**config.mk**
```make
export PLATFORM = sky130hd
export DESIGN_NAME = aes_round_sequencer
export DESIGN_NICKNAME = d
export VERILOG_FILES = /design/src/rtl/aes_round_sequencer.sv
export SDC_FILE = /design/constraint.sdc
export NUM_CORES = 1
export LEC_CHECK = 0
export BUFFER_PORTS_ARGS = -buffer_cell sky130_fd_sc_hd__buf_2
export CAP_MARGIN = 20
export CELL_PAD_IN_SITES_DETAIL_PLACEMENT = 2
export CELL_PAD_IN_SITES_GLOBAL_PLACEMENT = 2
export CORE_AREA = 2 2 306 308
export DETAILED_ROUTE_END_ITERATION = 12
export DIE_AREA = 0 0 308 310
export PLACE_DENSITY = 0.55
export SYNTH_ARGS = -nofsm -noshare
export SYNTH_HDL_FRONTEND = slang
export SYNTH_SLANG_ARGS = --single-unit
```
**constraint.sdc**
```tcl
create_clock -name clk -period 2.05 [get_ports clk]
set_input_delay 0.3075 -clock clk [delete_from_list [all_inputs] [get_ports clk]]
set_output_delay 0.3075 -clock clk [all_outputs]
set_load 0.02 [all_outputs]
```
**src/rtl/aes_round_sequencer.sv**
```systemverilog
// aes_round_sequencer: control and state holder for an iterative AES-128
// round datapath (IDLE -> RUN for NR+1 rounds -> DONE with ciphertext).
// Ports: clk, rst_n (async, active low); in_valid/in_ready/in_block/in_key
// input handshake; dp_state/dp_key/dp_round/dp_first/dp_last drive the
// external round logic and dp_next_state returns its result;
// out_valid/out_ready/out_data output handshake; busy; blk_count.
// Optional macro AES_SEQ_ABORT_EN adds input abort and output aborted.
module aes_round_sequencer #(
    parameter int NR      = 10,
    parameter int ROUND_W = 4
) (
    input  logic               clk,
    input  logic               rst_n,
    input  logic               in_valid,
    output logic               in_ready,
    input  logic [127:0]       in_block,
    input  logic [127:0]       in_key,
    output logic [127:0]       dp_state,
    output logic [127:0]       dp_key,
    output logic [ROUND_W-1:0] dp_round,
    output logic               dp_first,
    output logic               dp_last,
    input  logic [127:0]       dp_next_state,
    output logic               out_valid,
    input  logic               out_ready,
    output logic [127:0]       out_data,
    output logic               busy,
    output logic [15:0]        blk_count
`ifdef AES_SEQ_ABORT_EN
    ,
    input  logic               abort,
    output logic               aborted
`endif
);

    typedef enum logic [1:0] {IDLE, RUN, DONE} state_e;

    localparam logic [ROUND_W-1:0] LAST_RND = ROUND_W'(NR);

    state_e             state_q, state_d;
    logic [127:0]       dp_state_q, dp_state_d;
    logic [127:0]       dp_key_q, dp_key_d;
    logic [ROUND_W-1:0] dp_round_q, dp_round_d;
    logic               out_valid_q, out_valid_d;
    logic [127:0]       out_data_q, out_data_d;
    logic [15:0]        blk_count_q, blk_count_d;
    logic               load;
    logic               abort_req;

`ifdef AES_SEQ_ABORT_EN
    logic aborted_q, aborted_d;
    assign abort_req = abort;
    assign aborted   = aborted_q;
`else
    assign abort_req = 1'b0;
`endif

    // State register
    always_ff @(posedge clk or negedge rst_n) begin
        if (!rst_n) begin
            state_q     <= IDLE;
            dp_state_q  <= '0;
            dp_key_q    <= '0;
            dp_round_q  <= '0;
            out_valid_q <= 1'b0;
            out_data_q  <= '0;
            blk_count_q <= '0;
`ifdef AES_SEQ_ABORT_EN
            aborted_q   <= 1'b0;
`endif
        end else begin
            state_q     <= state_d;
            dp_state_q  <= dp_state_d;
            dp_key_q    <= dp_key_d;
            dp_round_q  <= dp_round_d;
            out_valid_q <= out_valid_d;
            out_data_q  <= out_data_d;
            blk_count_q <= blk_count_d;
`ifdef AES_SEQ_ABORT_EN
            aborted_q   <= aborted_d;
`endif
        end
    end

    // Next-state logic
    always_comb begin
        state_d     = state_q;
        dp_state_d  = dp_state_q;
        dp_key_d    = dp_key_q;
        dp_round_d  = dp_round_q;
        out_valid_d = out_valid_q;
        out_data_d  = out_data_q;
        blk_count_d = blk_count_q;
        load        = 1'b0;
`ifdef AES_SEQ_ABORT_EN
        aborted_d   = (state_q == RUN) && abort;
`endif
        unique case (state_q)
            IDLE: load = in_valid;
            RUN: begin
                // Abort wins over completion in the same cycle
                if (abort_req) begin
                    state_d    = IDLE;
                    dp_round_d = '0;
                end else begin
                    dp_state_d = dp_next_state;
                    if (dp_round_q == LAST_RND) begin
                        out_data_d  = dp_next_state;
                        out_valid_d = 1'b1;
                        blk_count_d = blk_count_q + 16'd1;
                        dp_round_d  = '0;
                        state_d     = DONE;
                    end else begin
                        dp_round_d = dp_round_q + ROUND_W'(1);
                    end
                end
            end
            DONE: begin
                if (out_ready) begin
                    out_valid_d = 1'b0;
                    state_d     = IDLE;
                    // Back-to-back: accept in the handshake cycle
                    load        = in_valid;
                end
            end
            default: state_d = IDLE;
        endcase
        if (load) begin
            dp_state_d = in_block;
            dp_key_d   = in_key;
            dp_round_d = '0;
            state_d    = RUN;
        end
    end

    // Output decode
    always_comb begin
        in_ready = 1'b0;
        busy     = 1'b0;
        dp_first = 1'b0;
        dp_last  = 1'b0;
        unique case (state_q)
            IDLE: in_ready = 1'b1;
            RUN: begin
                busy     = 1'b1;
                dp_first = (dp_round_q == '0);
                dp_last  = (dp_round_q == LAST_RND);
            end
            DONE: in_ready = out_ready;
            default: in_ready = 1'b0;
        endcase
    end

    assign dp_state  = dp_state_q;
    assign dp_key    = dp_key_q;
    assign dp_round  = dp_round_q;
    assign out_valid = out_valid_q;
    assign out_data  = out_data_q;
    assign blk_count = blk_count_q;

endmodule

```
==> impl_results.md, run 1 <==
- Number of top-level pins: 797
- P_sw: 17800 uW
- Sw Share: around two fifths
- Syn_area_per_cell: around 13 sq um
- Worst EP required: 1740 ps
- Slowest stage delay, CP: 380 ps
- Comb power frac: 44.8%
- Die H: 310 um
- Layout cells sized above 1: around half
- Internal: 24800 uW
- Actual slew at the worst max-slew pin: 651 ps
- Wirelength per Cell: 21.6 um
- DRT Pass-1 Iters: 4
- PnR worst setup slack: -27.8 ps
- Slew HR: 56.6%
- Worst R2R Start: dp_round[0]
- Fmax: 0.481 GHz
- Crit path kind: reg2out
- Fin area: about 28000 sq um
- FF+latch count, synth: between 400 and 500
- ANT nets after route: 0
- First-pass GRT wire length: 114 mm
- Clk sink count: 407
- CP max stage cell: dfrtp_1
- Final Util: between 30 and 40%
- Synth cell count leaders: dfrtp_1, nand2_1, mux2_2
- HP Class: in2reg
- Period utilization: 101%
- Vias per cell: between 4 and 5
- Most used DFF post-synth: dfrtp_1
- CTS H-tree depth: 2
- HP Start: out_ready
- Die area: 95500 sq um
- Total number of vias: 14.9k
- CTS Root Cell: clkbuf_16
- Post-Syn Area: 15900 sq um
- EDFF count, synth: 0
- # setup viols final: 1
- Final Hold Vio Count: 0
- CP Max Fanout: 4
- HPWL after detailed placement: 56.2 mm
- Setup TNS Final: -27.8 ps
- Vias in the first global route: 17.4k
- GRT Residual Overflow: 0
- Max Cap Viol: 0
- CTS clk-pin slew, worst paths: 60 ps
- Status: complete, but fails checks
- Final wirelength: 79.9 mm
- Syn. warnings: 0
- Area contributors post-synth: dfrtp_1, mux2_2, nand2_1
- Net count after synthesis: 1590
- Gate Count Post-Synth: around 1.2k
- TritonCTS clock tree: yes
- Failing checks: negative setup slack
- Slew Limit Fails: 0
- Starting DRT DRC Count: 400
- PwrDens: 1530 nW/um^2
- Row count: 112
- Static leakage: ~0.014 uW
- CP delay by family, top: buffers and inverters
- Largest net degree at the start of global routing: 57
- Worst path most repeated cell: buf_6
- DP Worst Slack: 71.0 ps
- RSZ-0062 raised after global routing: yes
- VDD IR-drop max: around 0.00063 V
- DRC: 0
- # port buffers: 796
- Clock power frac: 21.8%
- Min Tclk post-route: 2080 ps
- Yosys top cell area share: 63.9%
- Core box area: 92500 sq um
- CP startpoint: state_q[1]
- Count leader, synth: dfrtp_1
- Final Hold Slack: 72.2 ps
- Longest Clk Path Bufs: 3
- Starting density of the core: between 10% and 20%
- Layout area overhead: 74.6%
- Worst Path Arrival: ~1800 ps
- Buffer and inverter count on the worst path: 3
- Final GP Congestion: 0.803
- Die W: 308 um
- FFs w/ async S/R, synth: 100%
- Cell taking the most area after synthesis: dfrtp_1
- Sequential area share after synthesis: 63.9%
- Final #Nets: approximately 2.8k
- Skew-Pair Late Insertion Delay: 580 ps
- Number of distinct library cells after synthesis: 33
- Reg power frac: about a third
- Initial antenna violation count: 4
- Setup crit end kind: output port
- DP Area: 21800 sq um
- CP Cell Sequence: nand2b_4 > buf_6 > nor4b_4 > buf_4 > buf_6
- Startpoint types: register
- Setup Skew: 16.1 ps
- CTS Buf Count: 51
- GRT Overall Usage: between 15 and 20%
-- through the flow --
stage | cells | power, uW
2_1_floorplan | 1198 | 23900
3_3_place_gp | 3185 | 31700
3_5_place_dp | 3185 | 32200
4_1_cts | 3681 | 42900
5_1_grt | 3691 | 45100
6_report | 3692 | 42600
-- path summary, 6_finish.rpt --
| path | endpoint | slack, ps | depth (start not counted) |
|---|---|---|---|
| min in group asynchronous | dp_key[6] | 280 | 2 |
| min reg2reg | dp_state[76] | 470 | 2 |
| min | out_valid | 70 | 4 |
| max reg2reg | out_data[95] | 60 | 8 |
| max | dp_first | -30 | 5 |
| max in group asynchronous | out_data[55] | 980 | 3 |
-- sequential cells by signal (all words and copies together) (netlist names) --
register / cells
dp_state: 128
dp_round: 4
state_q: 2
dp_key: 128
out_valid: 1
out_data: 128
blk_count: 16
-- layout make-up --
type	instances	area (sq um)
clock buffers	72	1530
fillers	10000	64700
clock inverters	19	190
inverters	5	23.8
flip-flops and latches	407	10200
multi-input cells	713	5390
diodes	5	12.5
well taps	1197	1500
repair buffers	1274	9000
-- cells by family after synthesis --
| kind of cell | Yosys count | share of synthesized area (%) |
|---|---|---|
| flip-flops | 407 | 63.9 |
| adder cells (fa/ha/maj) | 4 | 0.314 |
| AO/OA/AOI/OAI | 137 | 6.40 |
| buffers and inverters | 78 | 2.73 |
| multiplexers | 257 | 18.2 |
| AND/OR/NAND/NOR | 300 | 7.66 |
| XOR/XNOR | 15 | 0.824 |
-- placed cells by master, fill, tap and decap left out, drive strengths merged, types with 4 or more instances in the layout --
master	Yosys	final
buf	51	879
dfrtp	407	407
dlygate4sd3	0	390
nand2	265	265
mux2	257	257
a22oi	128	128
clkbuf	22	75
clkinv	0	11
xnor2	9	9
inv	5	8
nand3	7	7
nor2	7	7
xor2	6	6
and3	6	6
diode	0	5
o21ai	4	4
nand2b	4	4
ha	4	4
-- worst register-to-register path, stage by stage (launching register included) --
cell	delay (ps)
dfrtp_1	400
inv_2	110
ha_4	150
nand3b_4	90
nor2_4	130
buf_12	130
buf_4	230
buf_12	240
mux2_2	400
-- power by group through the flow --
stage	Sequential [uW]	Combinational, uW	Clock [uW]
6_report	14200	19100	9280
5_1_grt	14800	20400	9960
4_1_cts	14200	19000	9690
3_5_place_dp	14300	17900	0
3_3_place_gp	14100	17600	0
2_1_floorplan	18800	5100	0
-- repair_timing --
| item | CTS | global route |
|---|---|---|
| hold buffers | 392 | 0 |
| gates resized for setup | 21 | 7 |
| setup buffers | 11 | 5 |
| pin swaps | 2 | 3 |
| endpoints found under the setup margin | 3 | 12 |
| gates cloned | 2 | 3 |
| hold endpoints to repair | 417 | 0 |
-- metal layers --
metal	global-route usage (%)	routed length, um	vias up
met5	0	0	-
met2	29.8	42800	536
met3	4.68	5680	159
li1	-	-	6698
met4	7.11	3650	0
met1	16.4	27700	7501
Note: power is estimated with default switching activity, not from simulation.
==> run 2: changes to the inputs <==
==> config.mk (replaced) <==
export PLATFORM = sky130hd
export DESIGN_NAME = aes_round_sequencer
export DESIGN_NICKNAME = d
export VERILOG_FILES = /design/src/rtl/aes_round_sequencer.sv
export SDC_FILE = /design/constraint.sdc
export NUM_CORES = 1
export LEC_CHECK = 0
export BUFFER_PORTS_ARGS = -buffer_cell sky130_fd_sc_hd__buf_2
export CAP_MARGIN = 20
export CORE_AREA = 2 2 311 313
export DETAILED_ROUTE_END_ITERATION = 12
export DIE_AREA = 0 0 313 315
export PLACE_DENSITY = 0.38
export SYNTH_ARGS = -nofsm -noshare
export SYNTH_HDL_FRONTEND = slang
export SYNTH_SLANG_ARGS = --single-unit
==> constraint.sdc (replaced) <==
create_clock -name clk -period 2.2 [get_ports clk]
set_input_delay 0.33 -clock clk [delete_from_list [all_inputs] [get_ports clk]]
set_output_delay 0.33 -clock clk [all_outputs]
set_load 0.02 [all_outputs]
==> impl_results.md, run 2 (synthesis gave the netlist of run 1 again) <==
- DRC: 0 (unchanged)
- # port buffers: 796 (unchanged)
- Die W: 313 um (was 308 um)
- Wirelength per Cell: 18.3 um (was 21.6 um)
- Slew HR: 62.5% (was 56.6%)
- Fmax: 0.474 GHz
- Startpoint types: register (unchanged)
- R2R Setup Slk: 90 ps (was 60 ps)
- Actual slew at the worst max-slew pin: 562 ps (was 651 ps)
- CTS Buf Count: 49 (was 51)
- Met1 usage in global routing: 13.7% (was 16.4%)
- HPWL after detailed placement: 50.1 mm (was 56.2 mm)
- CP Max Fanout: 24 (was 4)
- RSZ-0062 raised after global routing: no (was yes)
- DP Area: 21800 sq um (about the same)
- Row count: 114 (was 112)
- Final Hold Vio Count: 0 (unchanged)
- Final wirelength: 68.5 mm (was 79.9 mm)
- Crit path kind: reg2reg (was reg2out)
- GRT Overall Usage: 13.2% (was 16.0%)
- GRT Residual Overflow: 0 (unchanged)
- Starting DRT DRC Count: 521 (was 400)
- Setup TNS Final: 0 ps (was -27.8 ps)
- Clk sink count: 407 (unchanged)
- Non-Filler Instances: 3743 (was 3692)
- Met2 Use GR: 23.5% (was 29.8%)
- Max Cap Viol: 0 (unchanged)
- Total number of vias: 14.5k (was 14.9k)
- Setup Skew: 13.8 ps (was 16.1 ps)
- Final #Nets: 2822 (was 2844)
- Setup crit end kind: register (was output port)
- M3 GR Usage: 5.20% (was 4.68%)
- Top Usage Layer GRT: met2 (unchanged)
- Die area: 98600 sq um (was 95500 sq um)
- Worst Path Arrival: 2580 ps (was 1770 ps)
- Status: finished clean (was complete, but fails checks)
- Most frequent cells in the layout: buf_2, dfrtp_1, dlygate4sd3_1 (unchanged)
- Vias in the first global route: 15.9k (was 17.4k)
- Slew Limit Fails: 0 (unchanged)
- Final Hold Slack: 78.0 ps (was 72.2 ps)
- Largest net degree at the start of global routing: 73 (was 57)
- CTS H-tree depth: 2 (unchanged)
- CTS Root Cell: clkbuf_16 (unchanged)
- CTS clk-pin slew, worst paths: 60 ps (about the same)
- Final GP Congestion: 0.855 (was 0.803)
- Layout area overhead: 73.0% (was 74.6%)
- PwrDens: 1400 nW/um^2 (was 1530 nW/um^2)
- Final Util: 28.8% (was 30.1%)
- Vias per cell: 3.87 (was 4.03)
- Die H: 315 um (was 310 um)
- Worst EP required: 2670 ps (was 1740 ps)
- Longest Clk Path Bufs: 3 (unchanged)
- Most common cell after layout, fill and taps aside: buf_2 (unchanged)
- Fin area: 27600 sq um (was 27800 sq um)
- Starting density of the core: 16.6% (was 17.2%)
- Min Tclk post-route: approximately 2100 ps
- Skew-Pair Late Insertion Delay: 600 ps (was 580 ps)
- VDD IR-drop max: 0.000853 V (was 0.000634 V)
- Number of top-level pins: 797 (unchanged)
- Dpl cells: 3253 (was 3185)
- Core box area: 95700 sq um (was 92500 sq um)
- Layout cells sized above 1: 48.9% (was 50.0%)
- Period utilization: 95.9%
- TritonCTS clock tree: yes (unchanged)
- ANT nets after route: 0 (unchanged)
- Static leakage: 0.0134 uW (was 0.0136 uW)
- First-pass GRT wire length: 98.8 mm (was 114 mm)
- Initial antenna violation count: 7 (was 4)
- HP Class: in2reg (unchanged)
- # setup viols final: 0 (was 1)
- DRT Pass-1 Iters: 4 (unchanged)
-- run 2: worst paths after layout --
path	startpoint	to	cells after the start
setup / recovery	dp_round[0]	out_data[63]	8
hold / removal	dp_next_state[2]	dp_state[2]	3
max in group asynchronous	rst_n	out_data[94]	3
hold reg to reg	dp_state[56]	dp_state[56]	2
setup reg to reg	dp_round[0]	out_data[63]	8
min in group asynchronous	rst_n	dp_state[120]	2
-- run 2: final cells by class --
type                       instances  area [sq um]
tap                             1276          1600
inverter                           5          26.3
antenna                            3          7.51
fill                            9966         68100
clock inverter                    13           175
clock buffer                      72          1470
timing repair buffer            1254          8750
sequential                       407         10200
multi-input combinational        713          5360
-- run 2: through the flow --
step           setup slack (ps)  power, uW
2_1_floorplan               307      22200
3_3_place_gp                241      29400
3_5_place_dp                232      29600
4_1_cts                    15.1      39200
5_1_grt                    8.35      40900
6_report                   90.6      38500
-- run 2: power by group --
part           switching [uW]  total [uW]  internal [uW]
Combinational           10500       17100           6600
Sequential               1980       13100          11100
Clock                    3330        8370           5050
Total                   15800       38500          22700
-- run 2: worst max-delay path: stages (launching register included) --
cell	delay, ps
dfrtp_1	380
inv_2	70
ha_2	190
nand3b_4	110
nor2_4	160
buf_12	110
buf_4	320
buf_12	240
mux2_2	360
-- run 2: what timing repair did --
action / 4_1_cts / 5_1_grt
cloned: 1 / 1
endpoints found under the hold margin: 413 / 0
gates resized for setup: 10 / 4
pin swaps: 1 / 1
setup endpoints to repair: 3 / 10
hold buffers: 393 / 0
buffers inserted: 5 / 2
-- run 2: layer usage --
layer,part of all wire [%],wire [um]
met1,36,24800
met2,50,34500
met3,9.0,6140
met4,4.3,2970
met5,0.035,24
==> run 3: changes to the inputs <==
--- a/config.mk
+++ b/config.mk
@@ -10,6 +10,7 @@
 export CORE_AREA = 2 2 311 313
 export DETAILED_ROUTE_END_ITERATION = 12
 export DIE_AREA = 0 0 313 315
+export HOLD_SLACK_MARGIN = 0.08
 export PLACE_DENSITY = 0.38
 export SYNTH_ARGS = -nofsm -noshare
 export SYNTH_HDL_FRONTEND = slang
==> impl_results.md, run 3 (synthesis gave the netlist of run 1 again) <==
- Most frequent cells in the layout: buf_2, dfrtp_1, dlygate4sd3_1 (unchanged)
- Clk sink count: 407 (unchanged)
- Max Cap Viol: 0 (unchanged)
- PwrDens: 1400 nW/um^2 (about the same)
- Status: finished clean (unchanged)
- CTS clk-pin slew, worst paths: 60 ps (about the same)
- Die H: 315 um (unchanged)
- Layout area overhead: 73.3% (was 73.0%)
- Total number of vias: 14.5k (about the same)
- RSZ-0062 raised after global routing: no (unchanged)
- HP Class: in2async (was in2reg)
- CTS H-tree depth: 2 (unchanged)
- CTS Root Cell: clkbuf_16 (unchanged)
- Skew-Pair Late Insertion Delay: 600 ps (about the same)
- Slew HR: 61.9% (was 62.5%)
- Initial antenna violation count: 6 (was 7)
- GRT Overall Usage: 13.2% (about the same)
- CP Max Fanout: 24 (unchanged)
- Final GP Congestion: 0.855 (unchanged)
- Actual slew at the worst max-slew pin: 571 ps (was 562 ps)
- Startpoint types: register (unchanged)
- DRC: 0 (unchanged)
- Crit path kind: reg2reg (unchanged)
- Number of top-level pins: 797 (unchanged)
- Core box area: 95700 sq um (unchanged)
- Setup Skew: 14.6 ps (was 13.8 ps)
- Vias in the first global route: 16.0k (was 15.9k)
- Worst Path Arrival: 2570 ps (was 2580 ps)
- PnR worst setup slack: 97.1 ps (was 90.6 ps)
- Layout cells sized above 1: 48.9% (about the same)
- Die W: 313 um (unchanged)
- Setup crit end kind: register (unchanged)
- Period utilization: 95.6% (was 95.9%)
- Longest Clk Path Bufs: 3 (unchanged)
- Final Hold Vio Count: 0 (unchanged)
- Starting DRT DRC Count: 512 (was 521)
- Static leakage: 0.0134 uW (about the same)
- GRT Residual Overflow: 0 (unchanged)
- # setup viols final: 0 (unchanged)
- VDD IR-drop max: 0.000850 V (was 0.000853 V)
- Vias per cell: 3.87 (about the same)
- First-pass GRT wire length: 98.8 mm (about the same)
- Min Tclk post-route: 2100 ps (was 2110 ps)
- Row count: 114 (unchanged)
- Starting density of the core: 16.6% (unchanged)
- DRT Pass-1 Iters: 6 (was 4)
- Final wirelength: 68.5 mm (about the same)
- Largest net degree at the start of global routing: 73 (unchanged)
- DP Worst Slack: 232 ps (unchanged)
- Fmax: 0.476 GHz (was 0.474 GHz)
- Setup TNS Final: 0 ps (unchanged)
- Wirelength per Cell: 18.3 um (about the same)
- Most common cell after layout, fill and taps aside: buf_2 (unchanged)
- Slew Limit Fails: 0 (unchanged)
- Fillers: 9964 (was 9966)
- CTS Buf Count: 49 (unchanged)
- ANT nets after route: 0 (unchanged)
- # port buffers: 796 (unchanged)
- TritonCTS clock tree: yes (unchanged)
- Final #Nets: 2826 (was 2822)
- HPWL after detailed placement: 50.1 mm (unchanged)
- Worst EP required: 2670 ps (about the same)
- Die area: 98600 sq um (unchanged)
run 3: cell types whose count changed in the layout (fill, tap and decap cells not counted), sizes merged:
cell         before  now
dlygate4sd3     393  397
run 3: final cells by class:
class | count | area, sq um | share of cell area, %
tap | 1276 | 1600 | 5.78
sequential | 407 | 10200 | 36.9
inverter | 5 | 26.3 | 0.0952
clock buffer | 72 | 1470 | 5.31
timing repair buffer | 1258 | 8790 | 31.8
clock inverter | 13 | 175 | 0.634
multi-input combinational | 713 | 5360 | 19.4
antenna | 3 | 7.51 | 0.0272
run 3: where the power goes:
| group | internal (uW) | switching [uW] | total, uW |
|---|---|---|---|
| clock network | 5050 | 3320 | 8370 |
| logic | 6600 | 10500 | 17100 |
| registers | 11100 | 1980 | 13100 |
run 3: repair_timing:
item	CTS	global route
pin swaps	1	1
hold endpoints to repair	424	0
setup endpoints to repair	3	10
cloned	1	1
buffers inserted	5	2
resized for setup	10	4
hold buffers	397	0
run 3: metal layers:
layer,track usage (%),vias up,routed length [um]
met5,0,-,13
met4,6.06,2,2970
met3,5.18,134,6160
met2,23.5,570,34600
met1,13.7,7121,24700
li1,-,6662,-
run 3: worst max-delay path: stages, from the launching register on:
cell,delay [ps]
dfrtp_1,380
inv_2,70
ha_2,190
nand3b_4,110
nor2_4,160
buf_12,110
buf_4,320
buf_12,240
mux2_2,360
run 3: through the flow:
stage                     cells  total power, uW  cell area (sq um)  util [%]  hold slack, ps
final                      3747            38500              27600      28.8             293
after global routing       3746            40900              27600      28.8             290
after CTS                  3741            39200              27600      28.8             249
after detailed placement   3253            29600              21800      22.8             342
after global placement     3253            29400              21800      22.8             331
after floorplan            1198            22200              15900         -            34.4
run 3: final timing paths:
check                             start       endpoint  slack (ps)  depth (start not counted)
min reg2reg                dp_state[56]   dp_state[56]         470                          2
min in group clk               in_valid   dp_state[82]         350                          5
min                               rst_n  dp_state[120]         290                          2
max                         dp_round[0]   out_data[63]         100                          8
max in group asynchronous         rst_n   out_data[94]        1150                          3
max reg2reg                 dp_round[0]   out_data[63]         100                          8
